### config.mk
export PLATFORM = sky130hd
export DESIGN_NAME = bvb_arbiter
export DESIGN_NICKNAME = d
export VERILOG_FILES = /design/src/rtl/bvb_pkg.sv /design/src/rtl/rr_arbiter.sv /design/src/rtl/bvb_arbiter.sv
export SDC_FILE = /design/constraint.sdc
export NUM_CORES = 1
export LEC_CHECK = 0
export ABC_CLOCK_PERIOD_IN_PS = 2600
export BUFFER_PORTS_ARGS = -buffer_cell sky130_fd_sc_hd__buf_2
export CORE_MARGIN = 5
export CORE_UTILIZATION = 46
export CTS_BUF_LIST = sky130_fd_sc_hd__clkbuf_8 sky130_fd_sc_hd__clkbuf_16
export CTS_CLUSTER_DIAMETER = 120
export CTS_CLUSTER_SIZE = 12
export DETAILED_ROUTE_END_ITERATION = 8
export PLACE_DENSITY_LB_ADDON = 0.08
export REMOVE_ABC_BUFFERS = 1
export SLEW_MARGIN = 20
export SYNTH_ARGS = -nofsm -noshare
export SYNTH_HDL_FRONTEND = slang
export SYNTH_SLANG_ARGS = --single-unit
### constraint.sdc
create_clock -name clk -period 2.6 [get_ports clk]
set_clock_uncertainty 0.05 [all_clocks]
set_input_delay 0 -clock clk [delete_from_list [all_inputs] [get_ports clk]]
set_output_delay 0 -clock clk [all_outputs]
set_load 0.01 [all_outputs]
### src/rtl/bvb_pkg.sv
// bvb_pkg: shared defaults and slot-state encoding for the bvb arbiter
package bvb_pkg;
  localparam int LANES = 4;
  localparam int ID_W = 10;
  localparam int VAL_W = 8;
  typedef enum logic [1:0] {EMPTY = 2'd0, PEND = 2'd1, FULL = 2'd2} slot_t;
endpackage

### src/rtl/rr_arbiter.sv
// rr_arbiter: round-robin pick of one requester, searching from last_grant+1
module rr_arbiter #(
  parameter int N = 4,
  parameter int IW = 2
) (
  input  logic [N-1:0]  req,
  input  logic [IW-1:0] last_grant,
  output logic          grant_valid,
  output logic [IW-1:0] grant_idx
);
  // scan from farthest to nearest so the nearest requester after last_grant wins
  always_comb begin
    logic [IW-1:0] j;
    j = '0;
    grant_valid = 1'b0;
    grant_idx = '0;
    for (int i = N; i >= 1; i--) begin
      j = IW'((int'(last_grant) + i) % N);
      if (req[j]) begin
        grant_valid = 1'b1;
        grant_idx = j;
      end
    end
  end
endmodule

### src/rtl/bvb_arbiter.sv
// bvb_arbiter: round-robin sharing of one value memory among per-lane index FIFOs
module bvb_arbiter import bvb_pkg::*; #(
  parameter int LANES = bvb_pkg::LANES,
  parameter int ID_W = bvb_pkg::ID_W,
  parameter int VAL_W = bvb_pkg::VAL_W
) (
  input  logic                   clk,
  input  logic                   rst,
  input  logic [LANES*ID_W-1:0]  id,
  input  logic [LANES-1:0]       id_empty,
  output logic [LANES-1:0]       id_read,
  output logic                   mem_en,
  output logic [ID_W-1:0]        mem_addr,
  input  logic [VAL_W-1:0]       mem_data,
  output logic [LANES*VAL_W-1:0] val,
  output logic [LANES-1:0]       val_empty,
  input  logic [LANES-1:0]       val_read
);
  localparam int IW = LANES > 1 ? $clog2(LANES) : 1;
  slot_t st [LANES];
  logic [VAL_W-1:0] v [LANES];
  logic [LANES-1:0] req;
  logic [IW-1:0] last, gi, fl;
  logic gv, fv;
  // eligibility from registered slot state only; result slots packed out
  always_comb begin
    req = '0;
    val_empty = '0;
    val = '0;
    for (int k = 0; k < LANES; k++) begin
      req[k] = !id_empty[k] && st[k] == EMPTY && !rst;
      val_empty[k] = st[k] != FULL;
      val[k*VAL_W +: VAL_W] = v[k];
    end
  end
  rr_arbiter #(.N(LANES), .IW(IW)) u_rr (
    .req(req),
    .last_grant(last),
    .grant_valid(gv),
    .grant_idx(gi)
  );
  assign id_read = gv ? LANES'(1) << gi : '0;
  assign mem_en = gv;
  assign mem_addr = id[gi*ID_W +: ID_W];
  // slot FSMs, in-flight record and round-robin pointer
  always_ff @(posedge clk or posedge rst) begin
    if (rst) begin
      fv <= 1'b0;
      fl <= '0;
      last <= IW'(LANES - 1);
      for (int k = 0; k < LANES; k++) begin
        st[k] <= EMPTY;
        v[k] <= '0;
      end
    end else begin
      fv <= gv;
      if (gv) begin
        fl <= gi;
        last <= gi;
      end
      for (int k = 0; k < LANES; k++) begin
        if (fv && fl == IW'(k)) begin
          st[k] <= FULL;
          v[k] <= mem_data;
        end else if (gv && gi == IW'(k)) st[k] <= PEND;
        else if (st[k] == FULL && val_read[k]) st[k] <= EMPTY;
      end
    end
  end
endmodule

==> summary.txt <==
Outcome
  • Result of the run: finished, final reports clean

Pwr
  • Pwr dens: ~1100 nW/µm²
  • Fraction of power consumed by sequential logic: 0.354
  • Internal power: 2.251 mW
  • Cell leakage power: 1.537 nW
  • Part of the total power dissipated in the clock network: 0.144
  • Share of total power consumed by net switching: 0.3843
  • Logic pwr share: 0.502
  • Peak ir drop on the vdd network: around 0.64 mV
  • Reported net switching power: about 1.4 mW

Logic synthesis
  • Syn_area_per_cell: 11.03 µm²
  • Count of yosys warnings during synthesis: 0
  • Flops & latches, synth: 45
  • Count of distinct cell types in the synthesized netlist: 39
  • Synthesized cell area: ~2300 µm²
  • Register area share after synthesis: 0.4873
  • Synthesized netlist cell count: 210

Clocking
  • Number of H-tree levels: 2
  • Count of clock tree sinks: 45
  • CTS Buf Count: 5
  • Clock-pin slew of the registers on the worst-case setup and hold paths: approximately 0.090 ns
  • CTS tree: done
  • Maximum clock path buffer count: 2
  • Buffer cell driving the clock tree root: clkbuf_8
  • Source-to-sink clock delay at the later pin of the worst-skew pair: approximately 0.3 ns
  • Number of post-CTS setup repair buffers: 0

Setup path
  • Critical path buffer and inverter count: 2
  • Critical path, cell by cell: nor4_1 -> or2_2 -> nand2b_1 -> buf_4 -> a22o_1 -> nand3_1 -> buf_2
  • Worst-path cell with the longest stage delay: nor4_1
  • Top Family by Delay on Critical Path: simple AND/OR/NAND/NOR gates
  • Worst path max stage delay: 0.56 ns
  • Launching element type of the critical path: flop
  • Category of the worst setup path capture point: output pin
  • Crit path DAT: 2.38 ns
  • Data required time at the worst endpoint: 2.55 ns
  • Worst setup path class: reg -> out
  • Highest fanout seen on the critical path: 21

Timing
  • Worst Tran Pin Value: 0.8615 ns
  • Setup-failing EPs final: 0
  • Final period demand of the worst path: 2.427 ns
  • Tcrit/Tclk final: 0.9336
  • Final Hold Vio Count: 0
  • Highest attainable clock frequency: 412.0 MHz
  • Max Slew Vio Count: 0
  • Relative slew slack: 0.4221

Final layout
  • Antenna diodes: 0
  • Cell area after layout: 3187 µm²
  • Finished Layout Cells: around 400
  • Most used cells in the layout excluding fill and tap cells: 108 x buf_2, 43 x dfrtp_1, 32 x mux2_2, 21 x nand3_1, 20 x nand4_1
  • Fraction of final layout cells sized beyond drive strength 1: 0.5181
  • Area growth from synthesis to final layout: 37.60%
  • Number of nets in the finished design: between 300 and 400
  • Fill cell instance count of the final layout: 411
  • Commonest non-fill, non-tap cell in the layout: buf_2

Global route
  • Global-route wire length before repair: 9929 µm
  • Antenna violations before repair: 0
  • Number of global-route vias before repair: about 2.1k
  • Largest net degree at the start of global routing: 26
  • Global route total overflow: 0
  • Overall track demand over capacity in global routing: 0.1928

Drt
  • DR WL/cell: 15.76 µm
  • Number of routed nets with antenna violations: 0
  • Final Routed Wirelength: 6288 µm
  • Initial DRT Pass Iterations: 4
  • DRC violation total after the first TritonRoute iteration: 118
  • Vias after detailed routing: 2126
  • Via count normalized by instance count: 5.328
  • Final routed DRC violation total: 0

Floorplanning
  • Number of placement rows: 25
  • Core Area: slightly below 5000 µm²
  • I/O pin count: 109
  • Area of the die: 6554 µm²
  • Starting density of the core: 0.4808
  • Die Span Y: just over 80 µm
  • Die span in x: slightly above 80 µm

Placement
  • Port buffer count: roughly 110
  • Post-detailed-placement half-perimeter wirelength: 4627 µm
  • Post-Place Cell Area: between 2000 and 3000 µm²
  • Total placed cells including tap cells: 378
  • Final estimated routing congestion in global placement: 0.7854

Flow run
  • Max Cap Violations: 0

Hold path
  • Class of the tightest hold or removal check: in -> out
-- stage by stage --
stage / hold WS, ns / worst slack (ns) / utilization / TNS, ns / power, mW
after floorplan: 0.1006 / -0.02259 / - / -0.02259 / 2.377
after global placement: 0.1280 / 0.3987 / 0.6075 / 0 / 3.082
after detailed placement: 0.1315 / 0.3463 / 0.6075 / 0 / 3.123
after CTS: 0.2612 / 0.02273 / 0.6579 / 0 / 3.665
after global routing: 0.3021 / -0.02662 / 0.6616 / -0.09940 / 3.924
final: 0.2692 / 0.1726 / 0.6616 / 0 / 3.657
-- timing repair --
item                                    CTS  global route
gates resized for setup                   0             3
endpoints found under the setup margin    0            12
endpoints found under the hold margin    58             0
hold buffers                             13             0
-- worst paths after layout --
check / from / to / slack [ns] / cells past startpoint
worst max-delay path: st[6]$_DFFE_PP0P_ / mem_addr[7] / 0.17 / 7
worst min-delay path: id[20] / mem_addr[0] / 0.27 / 4
worst max register to register: st[6]$_DFFE_PP0P_ / st[0]$_DFFE_PP0P_ / 0.50 / 6
worst min register to register: val[29]$_DFFE_PP0P_ / val[29]$_DFFE_PP0P_ / 0.46 / 1
max in group asynchronous: rst / fl[1]$_DFFE_PP0P_ / 1.44 / 4
min in group asynchronous: rst / st[0]$_DFFE_PP0P_ / 0.34 / 3
-- metal layers --
metal / track usage / share of wire / up-vias
met5: 0 / 0 / -
met4: 0.04899 / 0.0065 / 0
li1: - / - / 1036
met3: 0.04989 / 0.076 / 4
met1: 0.2585 / 0.44 / 1010
met2: 0.3112 / 0.48 / 76
-- flip-flops by register name, indices dropped and copies added, names as in the netlist --
name and cells:
fv 1, last 2, fl 2, st 8, val 32
-- worst min-delay path, delay by kind of cell --
| kind | cells | cell delay, ns |
|---|---|---|
| and+or+nand+nor | 2 | 0.12 |
| buffers and inverters | 2 | 0.19 |
-- kinds of logic after synthesis --
kind of cell | after synthesis | synth area share
AO/OA/AOI/OAI | 38 | 0.1221
buffers and inverters | 22 | 0.04862
flip-flops | 45 | 0.4873
multiplexers | 33 | 0.1615
AND/OR/NAND/NOR | 72 | 0.1805
-- final cells by class --
type	count	area [µm²]	area share
tap	67	83.83	0.02631
clock inverter	3	43.79	0.01374
multi-input combinational	143	1097	0.3443
timing repair buffer	131	745.7	0.2340
inverter	5	18.77	0.005889
clock buffer	5	68.82	0.02159
sequential	45	1129	0.3541
-- synth_stat cells --
master / n / area, µm²
nor4_2: 1 / 12.51
dfstp_2: 2 / 52.55
nand2_1: 10 / 37.54
nor2_2: 1 / 6.260
a211oi_2: 1 / 12.51
a22o_1: 10 / 87.58
o21a_1: 3 / 22.52
and3_1: 1 / 6.260
dfrtp_1: 43 / 1076
a2bb2oi_1: 2 / 17.52
o32a_1: 1 / 10.01
buf_2: 7 / 35.03
nor2_1: 2 / 7.510
a31oi_1: 1 / 6.260
buf_6: 1 / 11.26
inv_1: 5 / 18.77
or4_4: 2 / 22.52
mux2_2: 32 / 360.4
clkbuf_2: 2 / 10.01
o32ai_2: 1 / 16.27
nand3_1: 21 / 105.1
nand4_1: 20 / 125.1
o21ai_1: 2 / 10.01
nor3b_1: 1 / 7.510
a21oi_1: 1 / 5.000
o221a_2: 1 / 11.26
or2_2: 1 / 6.260
nor4_1: 3 / 18.77
o21ai_0: 11 / 55.05
buf_4: 3 / 22.52
nand2b_1: 6 / 37.54
a21o_1: 1 / 7.510
clkbuf_1: 3 / 11.26
nand3b_1: 2 / 15.01
o22ai_1: 2 / 12.51
o221ai_1: 1 / 8.760
nor3_2: 1 / 10.01
mux2i_2: 1 / 13.76
buf_1: 1 / 3.750
-- power groups by stage --
stage | clock [mW] | combinational (mW) | sequential [mW]
finish | 0.527 | 1.84 | 1.29
global route | 0.572 | 2.00 | 1.35
CTS | 0.536 | 1.84 | 1.29
detailed placement | 0 | 1.82 | 1.30
global placement | 0 | 1.79 | 1.29
floorplan | 0 | 0.980 | 1.40
No activity file was read; power rests on OpenSTA's default activity.
